==> src/rtl/anim_pkg.sv <==
// anim_pkg: shared types for the sprite-animation sequencer.
// Provides the playback-mode and FSM-state enums plus a mode decoder that
// folds the unused encoding onto LOOP.
package anim_pkg;

    typedef enum logic [1:0] {
        LOOP     = 2'd0,
        PINGPONG = 2'd1,
        ONESHOT  = 2'd2
    } anim_mode_t;

    typedef enum logic [1:0] {
        IDLE = 2'd0,
        RUN  = 2'd1,
        HOLD = 2'd2
    } anim_state_t;

    // Encoding 3 has no meaning of its own and plays as a plain loop.
    function automatic anim_mode_t decode_mode(input logic [1:0] raw);
        anim_mode_t m;
        case (raw)
            2'd1:    m = PINGPONG;
            2'd2:    m = ONESHOT;
            default: m = LOOP;
        endcase
        return m;
    endfunction

endpackage

==> src/rtl/anim_sequencer_frame_tick.sv <==
// frame_tick: TICKS-cycle prescaler producing a one-cycle frame tick.
// Ports: clk, rst (sync, active high), clr (sync clear to 0, wins over en),
//        en (count enable), tick (high while en and count == TICKS-1).
module frame_tick #(
    parameter int TICKS = 25_000_000
) (
    input  logic clk,
    input  logic rst,
    input  logic clr,
    input  logic en,
    output logic tick
);
    import anim_pkg::*;

    localparam int CW = (TICKS > 1) ? $clog2(TICKS) : 1;
    localparam logic [CW-1:0] LAST = CW'(TICKS - 1);

    logic [CW-1:0] cnt_q, cnt_d;

    assign tick = en && (cnt_q == LAST);

    always_comb begin
        cnt_d = cnt_q;
        if (clr) begin
            cnt_d = '0;
        end else if (en) begin
            cnt_d = tick ? '0 : cnt_q + CW'(1);
        end
    end

    always_ff @(posedge clk) begin
        if (rst) begin
            cnt_q <= '0;
        end else begin
            cnt_q <= cnt_d;
        end
    end

endmodule

==> src/rtl/anim_sequencer.sv <==
// anim_sequencer: steps a sprite frame index in loop / ping-pong / one-shot
// mode, forms the frame-memory address and registers the returned pixel.
// Ports: clk, rst (sync, active high); start/stop pulses; mode (sampled on
//        start); ram_addr_x/y pixel coordinates; rom_addr = {frame, y, x};
//        rom_data pixel in; ram_data registered pixel; frame; busy; done.
// Optional: `ANIM_PAUSE_EN adds a pause input that freezes playback in RUN.
module anim_sequencer #(
    parameter int FRAMES = 8,
    parameter int TICKS  = 25_000_000,
    parameter int PIX_W  = 16,
    parameter int ADDR_W = 8,
    parameter int FW     = (FRAMES > 1) ? $clog2(FRAMES) : 1
) (
    input  logic                  clk,
    input  logic                  rst,
    input  logic                  start,
    input  logic                  stop,
    input  logic [1:0]            mode,
`ifdef ANIM_PAUSE_EN
    input  logic                  pause,
`endif
    input  logic [ADDR_W-1:0]     ram_addr_x,
    input  logic [ADDR_W-1:0]     ram_addr_y,
    output logic [FW+2*ADDR_W-1:0] rom_addr,
    input  logic [PIX_W-1:0]      rom_data,
    output logic [PIX_W-1:0]      ram_data,
    output logic [FW-1:0]         frame,
    output logic                  busy,
    output logic                  done
);
    import anim_pkg::*;

    localparam logic [FW-1:0] LAST_FRAME = FW'(FRAMES - 1);

    anim_state_t       state_q, state_d;
    anim_mode_t        mode_q, mode_d;
    logic [FW-1:0]     frame_q, frame_d;
    logic              dir_up_q, dir_up_d;
    logic              done_q, done_d;
    logic [PIX_W-1:0]  ram_data_q;

    logic tick;
    logic pause_w;
    logic presc_clr;
    logic presc_en;

`ifdef ANIM_PAUSE_EN
    assign pause_w = pause;
`else
    assign pause_w = 1'b0;
`endif

    // Prescaler is held at zero outside RUN and restarted by start/stop so the
    // first advance always lands TICKS cycles after entering RUN.
    assign presc_clr = (state_q != RUN) || start || stop;
    assign presc_en  = (state_q == RUN) && !pause_w;

    frame_tick #(
        .TICKS (TICKS)
    ) u_frame_tick (
        .clk  (clk),
        .rst  (rst),
        .clr  (presc_clr),
        .en   (presc_en),
        .tick (tick)
    );

    always_comb begin
        state_d  = state_q;
        mode_d   = mode_q;
        frame_d  = frame_q;
        dir_up_d = dir_up_q;
        done_d   = 1'b0;

        if (stop) begin
            state_d  = IDLE;
            frame_d  = '0;
            dir_up_d = 1'b1;
        end else if (start) begin
            // start overrides any tick in the same cycle, so no done here.
            state_d  = RUN;
            frame_d  = '0;
            dir_up_d = 1'b1;
            mode_d   = decode_mode(mode);
        end else begin
            case (state_q)
                RUN: begin
                    if (tick) begin
                        case (mode_q)
                            PINGPONG: begin
                                // Endpoints are shown once: flip and step away
                                // on the same tick. A single frame never moves.
                                if (dir_up_q) begin
                                    if (frame_q == LAST_FRAME) begin
                                        if (FRAMES > 1) begin
                                            frame_d  = frame_q - FW'(1);
                                            dir_up_d = 1'b0;
                                        end
                                    end else begin
                                        frame_d = frame_q + FW'(1);
                                    end
                                end else begin
                                    if (frame_q == '0) begin
                                        if (FRAMES > 1) begin
                                            frame_d  = frame_q + FW'(1);
                                            dir_up_d = 1'b1;
                                        end
                                    end else begin
                                        frame_d = frame_q - FW'(1);
                                    end
                                end
                            end
                            ONESHOT: begin
                                if (frame_q == LAST_FRAME) begin
                                    state_d = HOLD;
                                    done_d  = 1'b1;
                                end else begin
                                    frame_d = frame_q + FW'(1);
                                end
                            end
                            default: begin
                                frame_d = (frame_q == LAST_FRAME) ? '0 : frame_q + FW'(1);
                            end
                        endcase
                    end
                end
                HOLD: begin
                    frame_d = frame_q;
                end
                default: begin
                    state_d = IDLE;
                    frame_d = '0;
                end
            endcase
        end
    end

    always_ff @(posedge clk) begin
        if (rst) begin
            state_q    <= IDLE;
            mode_q     <= LOOP;
            frame_q    <= '0;
            dir_up_q   <= 1'b1;
            done_q     <= 1'b0;
            ram_data_q <= '0;
        end else begin
            state_q    <= state_d;
            mode_q     <= mode_d;
            frame_q    <= frame_d;
            dir_up_q   <= dir_up_d;
            done_q     <= done_d;
            ram_data_q <= rom_data;
        end
    end

    assign rom_addr = {frame_q, ram_addr_y, ram_addr_x};
    assign ram_data = ram_data_q;
    assign frame    = frame_q;
    assign busy     = (state_q == RUN);
    assign done     = done_q;

endmodule

==> config.mk <==
export PLATFORM = sky130hd
export DESIGN_NAME = anim_sequencer
export DESIGN_NICKNAME = d
export VERILOG_FILES = /design/src/rtl/anim_pkg.sv /design/src/rtl/anim_sequencer_frame_tick.sv /design/src/rtl/anim_sequencer.sv
export SDC_FILE = /design/constraint.sdc
export NUM_CORES = 1
export LEC_CHECK = 0
export BUFFER_PORTS_ARGS = -buffer_cell sky130_fd_sc_hd__clkbuf_2
export CAP_MARGIN = 5
export CORE_MARGIN = 2
export CORE_UTILIZATION = 35
export CTS_CLUSTER_SIZE = 20
export DETAILED_ROUTE_END_ITERATION = 12
export GPL_TIMING_DRIVEN = 0
export SLEW_MARGIN = 30
export SYNTH_ARGS = -nofsm -noshare
export SYNTH_HDL_FRONTEND = slang
export SYNTH_SLANG_ARGS = --single-unit
==> constraint.sdc <==
create_clock -name clk -period 6.5 [get_ports clk]
set_clock_uncertainty 0.2 [all_clocks]
set_input_delay 0.65 -clock clk [delete_from_list [all_inputs] [get_ports clk]]
set_output_delay 0.65 -clock clk [all_outputs]
set_load 0.02 [all_outputs]
* Word level (Yosys, flattened, before mapping)
Index checks and enable logic that the tools add are counted.
** Cells by class
- $add $sub $neg :: 3
- Equal/unequal tests :: 17
- Muxes and demuxes :: 19
- Bitwise gates (word level) :: 5
- Reductions and logical operators :: 13
** Operators with widths (number)
- adder 25 x 1 -> 25 bit (second input constant) :: 1
- == test 25 bit (second input constant) :: 1
- 2-to-1 mux 25 bit :: 1
- 2-to-1 mux 3 bit :: 6
- inequality test 3 bit (second input constant) :: 4
- case mux 3 bit (2 select lines) :: 2
- inequality test 2 bit (second input constant) :: 4
- case mux 2 bit (2 select lines) :: 2
- AND reduction 4 bit :: 2
- == test 2 x 1 -> 1 bit (second input constant) :: 3
- == test 2 bit (second input constant) :: 3
- 2-to-1 mux 2 bit :: 3
- AND reduction 3 bit :: 2
- OR reduction 6 bit :: 1
- 2-to-1 mux 1 bit :: 5
- inverter 1 bit :: 5
- OR reduction 2 bit :: 2
- adder 3 x 1 -> 3 bit (second input constant) :: 1
- == test 3 bit (second input constant) :: 1
- zero test 3 bit :: 1
- OR reduction 3 bit :: 1
- subtractor 3 x 1 -> 3 bit (second input constant) :: 1
- logical OR 1 bit :: 2
- inequality test 2 x 1 -> 1 bit (second input constant) :: 1
- other kinds (2) :: 2
** Word-level totals
- Register bits after elaboration :: 50
- Input port bits :: 38
- Output and inout bits :: 40
- Word-level logic and storage cells :: 65

* Longest topological paths before layout
Gate-level depths: netlist of the first run.
- Word-level depth :: 6
- Gate-level depth with buffers :: 7
- Mapped depth without buffers :: 7

* Cells and area by module
Synthesis of the first run repeated with hierarchy kept, for this count alone.
** Unflattened totals
- Cells, all modules :: 279
- Area total of the unflattened synthesis :: 2483.6 um^2
** Modules (own cells, without submodules)
- frame_tick :: instances 1, cells each 144, area an instance 1262.5 um^2, sequential area each 500.5 um^2
- anim_sequencer :: instances 1, cells each 135, area an instance 1221.2 um^2, sequential area each 500.5 um^2

* Least setup slack after synthesis of the first run
No wires, ideal clock.
- Kind :: input to register
- Start point :: in start
- End point :: reg u_frame_tick.cnt_q[11]
- Library setup time :: 0.065 ns
- Data arrival time :: 1.887 ns
- Data required time :: 6.235 ns
- Setup slack :: 4.347 ns
- Stages on the path :: 5
- Buffers on the path :: 1
- Path through :: or3_1 or2_2 nand2b_1 clkbuf_1 nor2_1
** Between the ends
- Word-level cells in the longest chain between the ends :: 3
** RTL lines
- start: declaration :: RTL line anim_sequencer.sv:16 : input logic start,
- logical OR 1 bit (2 in a row) :: RTL line anim_sequencer.sv:55 : assign presc_clr = (state_q != RUN) || start || stop;
- OR reduction 2 bit (no source line)
- end signal: assignment :: RTL line anim_sequencer_frame_tick.sv:35 : cnt_q <= cnt_d;
- end: declaration :: RTL line anim_sequencer_frame_tick.sv:18 : logic [CW-1:0] cnt_q, cnt_d;
Every way passes these cells.
A chain may end at the register's enable or synchronous reset.

* Worst setup path after layout of the first run
- Start point :: reg u_frame_tick.cnt_q[6]
- End point :: reg u_frame_tick.cnt_q[7]
** Between the ends
- Word-level cells in the longest chain between the ends :: 3
- Elaborated cells between the ends (all ways) :: 4
- Those cells by class :: add/sub: 1; eq/ne: 1; mux: 1; reduce/logical: 1
** RTL lines
- branches (longest 2 deep; another with adder 25 x 1 -> 25 bit)
- 2-to-1 mux 25 bit (*) :: RTL line anim_sequencer_frame_tick.sv:27 : cnt_d = tick ? '0 : cnt_q + CW'(1);
Mark *: on every way between the ends.

==> reports/metrics.cfg, run 1 <==
[synthesis]
synth_ff_type=dfxtp_1
synth_seq_area_share=0.4345
syn_avg_cell_area_sq_um=8.859
yosys-top-cells-count=dfxtp_1 (50), nor2_1 (39), xnor2_1 (21)
synth.largest_area_cell=dfxtp_1
yosys.area.top_type_share=0.4345
ys.warnings.count=0
ys_top_cells_by_area=dfxtp_1 (43%), xnor2_1 (8.0%), nor2_1 (6.4%)
async_flop_share=0
synth-edff-count=0
synthCells=260
syn_area_sq_mm=0.002303
yosysMostFrequentCell=dfxtp_1
yosysUniqueCellTypes=35
ys_ff_latch=50
syn_nets=305

[global_routing]
globalRoute.totalOverflow=0
grt_start_max_net_pins=17
grtUsageTotal=0.1261
grt_pass1_wl_um=7555
antenna_found_initial=0
grt_pass1_vias=1762

[power]
p_seq_frac=0.539
leakage_uw=0.001119
combPwrFrac=0.084
power.internal_uw=449.0
p_per_area_mw_per_mm2=206.7
p_clk_frac=0.378
ir_drop_mv=0.1142
p_sw_uw=133.7
p_sw_frac=0.2295

[place]
routabilityCongestion=0.7919
pre_cts_slack_ns=3.975
io_buffers=61
dp_hpwl_um=3371
placedCellCount=398

[clocking]
cts.repair.resized=0
cts_hold_buf=0
htree_levels=2
postCtsSetupBuffers=0
clock_latency_ns=0.31
numCtsBuffers=5
path_clk_slew_ns=0.09
clk_path_buf_depth=2
cts_tree=yes
root_buffer=clkbuf_8
cts_sinks=50

[finish]
area_growth_pct=22.38
num_antenna_cells=0
instances_no_fill=406
drive_above_1_share=0.2888
nNetsFinal=373

[timing]
timing.fmax_mhz=420.5
period_needed_ns=2.378
finalMaxSlewViolations=0
period_share=0.3659
setup_viol=0
fin_ws_ns=4.122
finalHoldViolations=0
fin_tns_setup_ns=0
max_slew_margin=0.6899
tightest_slew_ns=0.4641
rsz0062_at_grt=false
whs_ns=0.2663

[floorplanning]
io_pins=78
die_w_um=85.13
initial_core_util=0.3628
die_h_um=85.13
coreArea_sq_mm=0.006350
die-area_sq_mm=0.007246
core.rowCount=29

[detailed_routing]
routed_wirelength_um=4415
drc=0
vias=1930
ant_nets=0
dr.pass1.iters=4
wl_per_cell_um=10.87
viasPerCell=4.754
drt-initial-drc-count=77

[critical_path]
worstSetupPathType=flop to flop
cp-end-kind=flop
cp_data_required_time_ns=6.48
cp_max_fo=10
startpoint_type=flop
worst_ep_arrival_time_ns=2.36

[hold_path]
min_path_type=flop to flop

[run]
cap_violations=0

[run_status]
status=finished clean

kinds of logic after synthesis:
kind of cell	Yosys count	share of synthesized area
buffers and inverters	34	0.08637
flip-flops	50	0.4345
XOR/XNOR	24	0.09126
AO/OA/AOI/OAI	18	0.04997
AND/OR/NAND/NOR	127	0.2998
adder cells (fa/ha/maj)	7	0.03802
path summary, 6_finish.rpt:
| kind | from | endpoint | slack, ns | depth (start not counted) |
|---|---|---|---|---|
| max reg2reg | u_frame_tick.cnt_q[6] | u_frame_tick.cnt_q[7] | 4.12 | 6 |
| min reg2reg | u_frame_tick.cnt_q[0] | u_frame_tick.cnt_q[0] | 0.27 | 1 |
| max | u_frame_tick.cnt_q[6] | u_frame_tick.cnt_q[7] | 4.12 | 6 |
| min | u_frame_tick.cnt_q[0] | u_frame_tick.cnt_q[0] | 0.27 | 1 |
power by group through the flow:
stage / Clock [uW] / Sequential [uW] / Combinational (uW)
2_1_floorplan: 0 / 328 / 24.6
3_3_place_gp: 0 / 321 / 49.0
3_5_place_dp: 0 / 321 / 49.5
4_1_cts: 227 / 314 / 49.6
5_1_grt: 238 / 315 / 53.5
6_report: 220 / 314 / 48.9
per-layer routing:
metal,wire (um),global-route usage,vias to the layer above,part of all wire
li1,-,-,987,-
met1,2016,0.1584,868,0.46
met2,1977,0.2024,66,0.45
met3,316,0.03405,9,0.072
met4,104,0.05628,0,0.024
met5,0,0,-,0
critical path, cell delays in order (launching register included):
cell,delay (ns)
dfxtp_1,0.38
or4b_4,0.58
nor4_4,0.24
nand3_2,0.16
nand2b_1,0.21
clkbuf_1,0.39
nor2_1,0.10
cell usage in the layout (no fill, tap or decap), types with 8 or more instances in the layout:
master / synthesis / routed
nor3_1: 8 / 8
dfxtp_1: 50 / 50
nor2_1: 39 / 39
clkbuf_2: 0 / 61
xnor2_1: 21 / 21
nand2_1: 10 / 10
nand3_1: 12 / 12
inv_1: 11 / 11
buf_4: 19 / 19
nor2b_1: 20 / 20
area by class of cell:
type / instances / area (sq um)
timing repair buffer: 61 / 305.3
clock buffer: 5 / 68.82
tap: 77 / 96.34
clock inverter: 3 / 45.04
sequential: 50 / 1001
inverter: 11 / 41.29
fill: 651 / 3531
multi-input combinational: 176 / 1104
buffer: 23 / 157.7
per-stage QoR:
step	cell area, sq um	power (uW)	utilization
2_1_floorplan	2303	352.4	-
3_3_place_gp	2705	370.0	0.4260
3_5_place_dp	2705	370.7	0.4260
4_1_cts	2819	590.7	0.4439
5_1_grt	2819	606.1	0.4439
6_report	2819	582.7	0.4439
flip-flops by register name, summed over array words and instances (netlist names):
register	flops
dir_up_q	1
done	1
frame	3
mode_q	2
ram_data	16
state_q	2
u_frame_tick.cnt_q	25
Power figures use the tool's default switching activity.
==> run 2: changes to the inputs <==
--- a/config.mk
+++ b/config.mk
@@ -5,6 +5,7 @@
 export SDC_FILE = /design/constraint.sdc
 export NUM_CORES = 1
 export LEC_CHECK = 0
+export ABC_AREA = 1
 export BUFFER_PORTS_ARGS = -buffer_cell sky130_fd_sc_hd__clkbuf_2
 export CAP_MARGIN = 5
 export CORE_MARGIN = 2
==> constraint.sdc (replaced) <==
create_clock -name clk -period 2.3 [get_ports clk]
set_clock_uncertainty 0.2 [all_clocks]
set_input_delay 0.23 -clock clk [delete_from_list [all_inputs] [get_ports clk]]
set_output_delay 0.23 -clock clk [all_outputs]
set_load 0.02 [all_outputs]
==> reports/metrics.cfg, run 2 <==
[finish]
drive_above_1_share=0.2864  ; -0.002400
nNetsFinal=491  ; +32%
multi_input_area_sq_mm=0.001216  ; +10%
nFillCells=761  ; +17%
final_common_cell=nand2_1
area_growth_pct=29.22
largest-register=u_frame_tick.cnt_q
final_area_sq_mm=0.003381  ; +20%
num_antenna_cells=0  ; unchanged
largest_reg_flops=25  ; unchanged
final_cell_mix=nand2_1 (62), nor2_1 (61), clkbuf_2 (60)
register_area_sq_mm=0.001001  ; unchanged

[synthesis]
async_flop_share=0  ; unchanged
ys.warnings.count=0  ; unchanged
yosysMostFrequentCell=nand2_1
syn_avg_cell_area_sq_um=7.370  ; -17%
synth_seq_area_share=0.3826  ; -0.05195
ys_ff_latch=50  ; unchanged
yosys.area.top_type_share=0.3826  ; -0.05195
synth_ff_type=dfxtp_1
synth-edff-count=0  ; unchanged
synth.largest_area_cell=dfxtp_1
yosysUniqueCellTypes=36  ; +2.9%
ys_top_cells_by_area=dfxtp_1 (38%), nand2_1 (8.9%), nor2_1 (8.8%)
synthCells=355  ; +37%
syn_area_sq_mm=0.002616  ; +14%
yosys-top-cells-count=nand2_1 (62), nor2_1 (61), inv_1 (54)
syn_nets=400  ; +31%

[power]
ir_drop_mv=0.3739  ; +230%
p_per_area_mw_per_mm2=484.0  ; +130%
leakage_uw=0.001507  ; +35%

[critical_path]
path_common_cell=nand3_2
worst_ep_arrival_time_ns=1.88  ; -0.48 ns
path_cells=ha_1, nand3_2, nor2_2, nand3_2, nor2_4, nor2_8, buf_8, o211a_1
worstSetupPathType=flop to flop
startpoint_type=flop
cp-end-kind=flop
cp_top_family=simple AND/OR/NAND/NOR gates
cp_max_fo=10  ; unchanged
slowest_stage=dfxtp_1
r2r_slack_ns=0.42  ; -3.70 ns
critPathBufInv=1  ; unchanged
cp_data_required_time_ns=2.30  ; -4.18 ns
crit_path_max_incr_delay_ns=0.38  ; -0.20 ns

[global_routing]
antenna_found_initial=0  ; unchanged
grt_pass1_wl_um=9956  ; +32%
grt_pass1_vias=2285  ; +30%
grtUsageTotal=0.1458  ; +0.01966
grt_start_max_net_pins=17  ; unchanged
globalRoute.totalOverflow=0  ; unchanged

[floorplanning]
io_pins=78  ; unchanged
die-area_sq_mm=0.008183  ; +13%
core.rowCount=31  ; +6.9%
die_w_um=90.46  ; +6.3%
initial_core_util=0.3607  ; -0.002055
coreArea_sq_mm=0.007253  ; +14%
die_h_um=90.46  ; +6.3%

[timing]
period_needed_ns=1.880  ; -0.4980 ns
period_share=0.8176  ; +0.4517
finalMaxSlewViolations=0  ; unchanged
rsz0062_at_grt=false
setup_viol=0  ; unchanged
tightest_slew_ns=0.3869  ; -0.07726 ns
finalHoldViolations=0  ; unchanged
whs_ns=0.02308  ; -0.2433 ns
timing.fmax_mhz=531.8  ; +26%
max_slew_margin=0.7421  ; +0.05218
fin_tns_setup_ns=0  ; unchanged

[clocking]
clk_path_buf_depth=2  ; unchanged
postCtsSetupBuffers=0  ; unchanged
clock_latency_ns=0.30  ; about the same
cts_sinks=50  ; unchanged
root_buffer=clkbuf_8
cts_tree=yes
numCtsBuffers=5  ; unchanged
path_clk_slew_ns=0.09  ; about the same
htree_levels=2  ; unchanged

[detailed_routing]
drc=0  ; unchanged
viasPerCell=4.342  ; -8.7%
wl_per_cell_um=10.57  ; -2.8%
ant_nets=0  ; unchanged
vias=2371  ; +23%
dr.pass1.iters=6  ; +2
drt-initial-drc-count=82  ; +6.5%
routed_wirelength_um=5773  ; +31%

[place]
io_buffers=60  ; -1.6%
dpl_cell_area_sq_mm=0.003040  ; +12%
dp_hpwl_um=4247  ; +26%
routabilityCongestion=0.8422  ; +6.4%

[run]
cap_violations=0  ; unchanged

[hold_path]
min_path_type=primary input to flop

[run_status]
status=finished clean

run 2: worst register-to-register path, delay by kind of cell, from the launching register on:
family                     cells  cell delay [ns]
AOI/OAI and AO/OA              1             0.12
and+or+nand+nor                5             0.71
DFF                            1             0.38
adders and majority gates      1             0.22
buffers and inverters          1             0.15
run 2: layer usage:
metal,global-route usage,vias to the layer above,wire (um)
met5,0,-,0
met4,0.03077,0,39
met3,0.04508,5,388
met2,0.2444,57,2667
met1,0.1844,1046,2678
li1,-,1263,-
run 2: what timing repair did:
action | 4_1_cts | 5_1_grt
hold endpoints to repair | 18 | 0
gates resized for setup | 0 | 0
hold buffers | 24 | 0
run 2: layout make-up:
class / count / share of cell area
Buffer: 22 / 0.05107
Clock buffer: 6 / 0.02443
Clock inverter: 2 / 0.005181
Inverter: 60 / 0.06699
Multi-Input combinational cell: 223 / 0.3597
Sequential cell: 50 / 0.2961
Tap cell: 99 / 0.03664
Timing Repair Buffer: 84 / 0.1599
run 2: logic make-up after synthesis:
family | share of synthesized area
buf+inv | 0.1525
xor+xnor | 0.02009
fa+ha+maj | 0.03348
simple gates | 0.3400
compound gates | 0.07126
flops | 0.3826
run 2: metrics by stage:
stage,instances,total power (uW),utilization,setup slack (ns)
floorplan,355,1019,-,0.6039
global placement,514,1073,0.4192,0.4515
detailed placement,514,1075,0.4192,0.4156
CTS,546,1665,0.4661,0.3964
global route,546,1724,0.4661,0.2575
finish,546,1636,0.4661,0.4196
run 2: path summary, 6_finish.rpt:
| check | start | end | depth (start not counted) |
|---|---|---|---|
| max reg2reg | u_frame_tick.cnt_q[0] | u_frame_tick.cnt_q[15] | 8 |
| min reg2reg | u_frame_tick.cnt_q[0] | u_frame_tick.cnt_q[0] | 1 |
| max | u_frame_tick.cnt_q[0] | u_frame_tick.cnt_q[15] | 8 |
| min | stop | state_q[0] | 4 |
run 2: where the power goes:
group | leakage, uW | total, uW | switching (uW) | internal, uW
logic | 0.00105 | 198 | 104 | 94.6
registers | 0.000408 | 889 | 6.14 | 883
clock network | 0.0000514 | 549 | 301 | 248
total | 0.00151 | 1640 | 410 | 1230
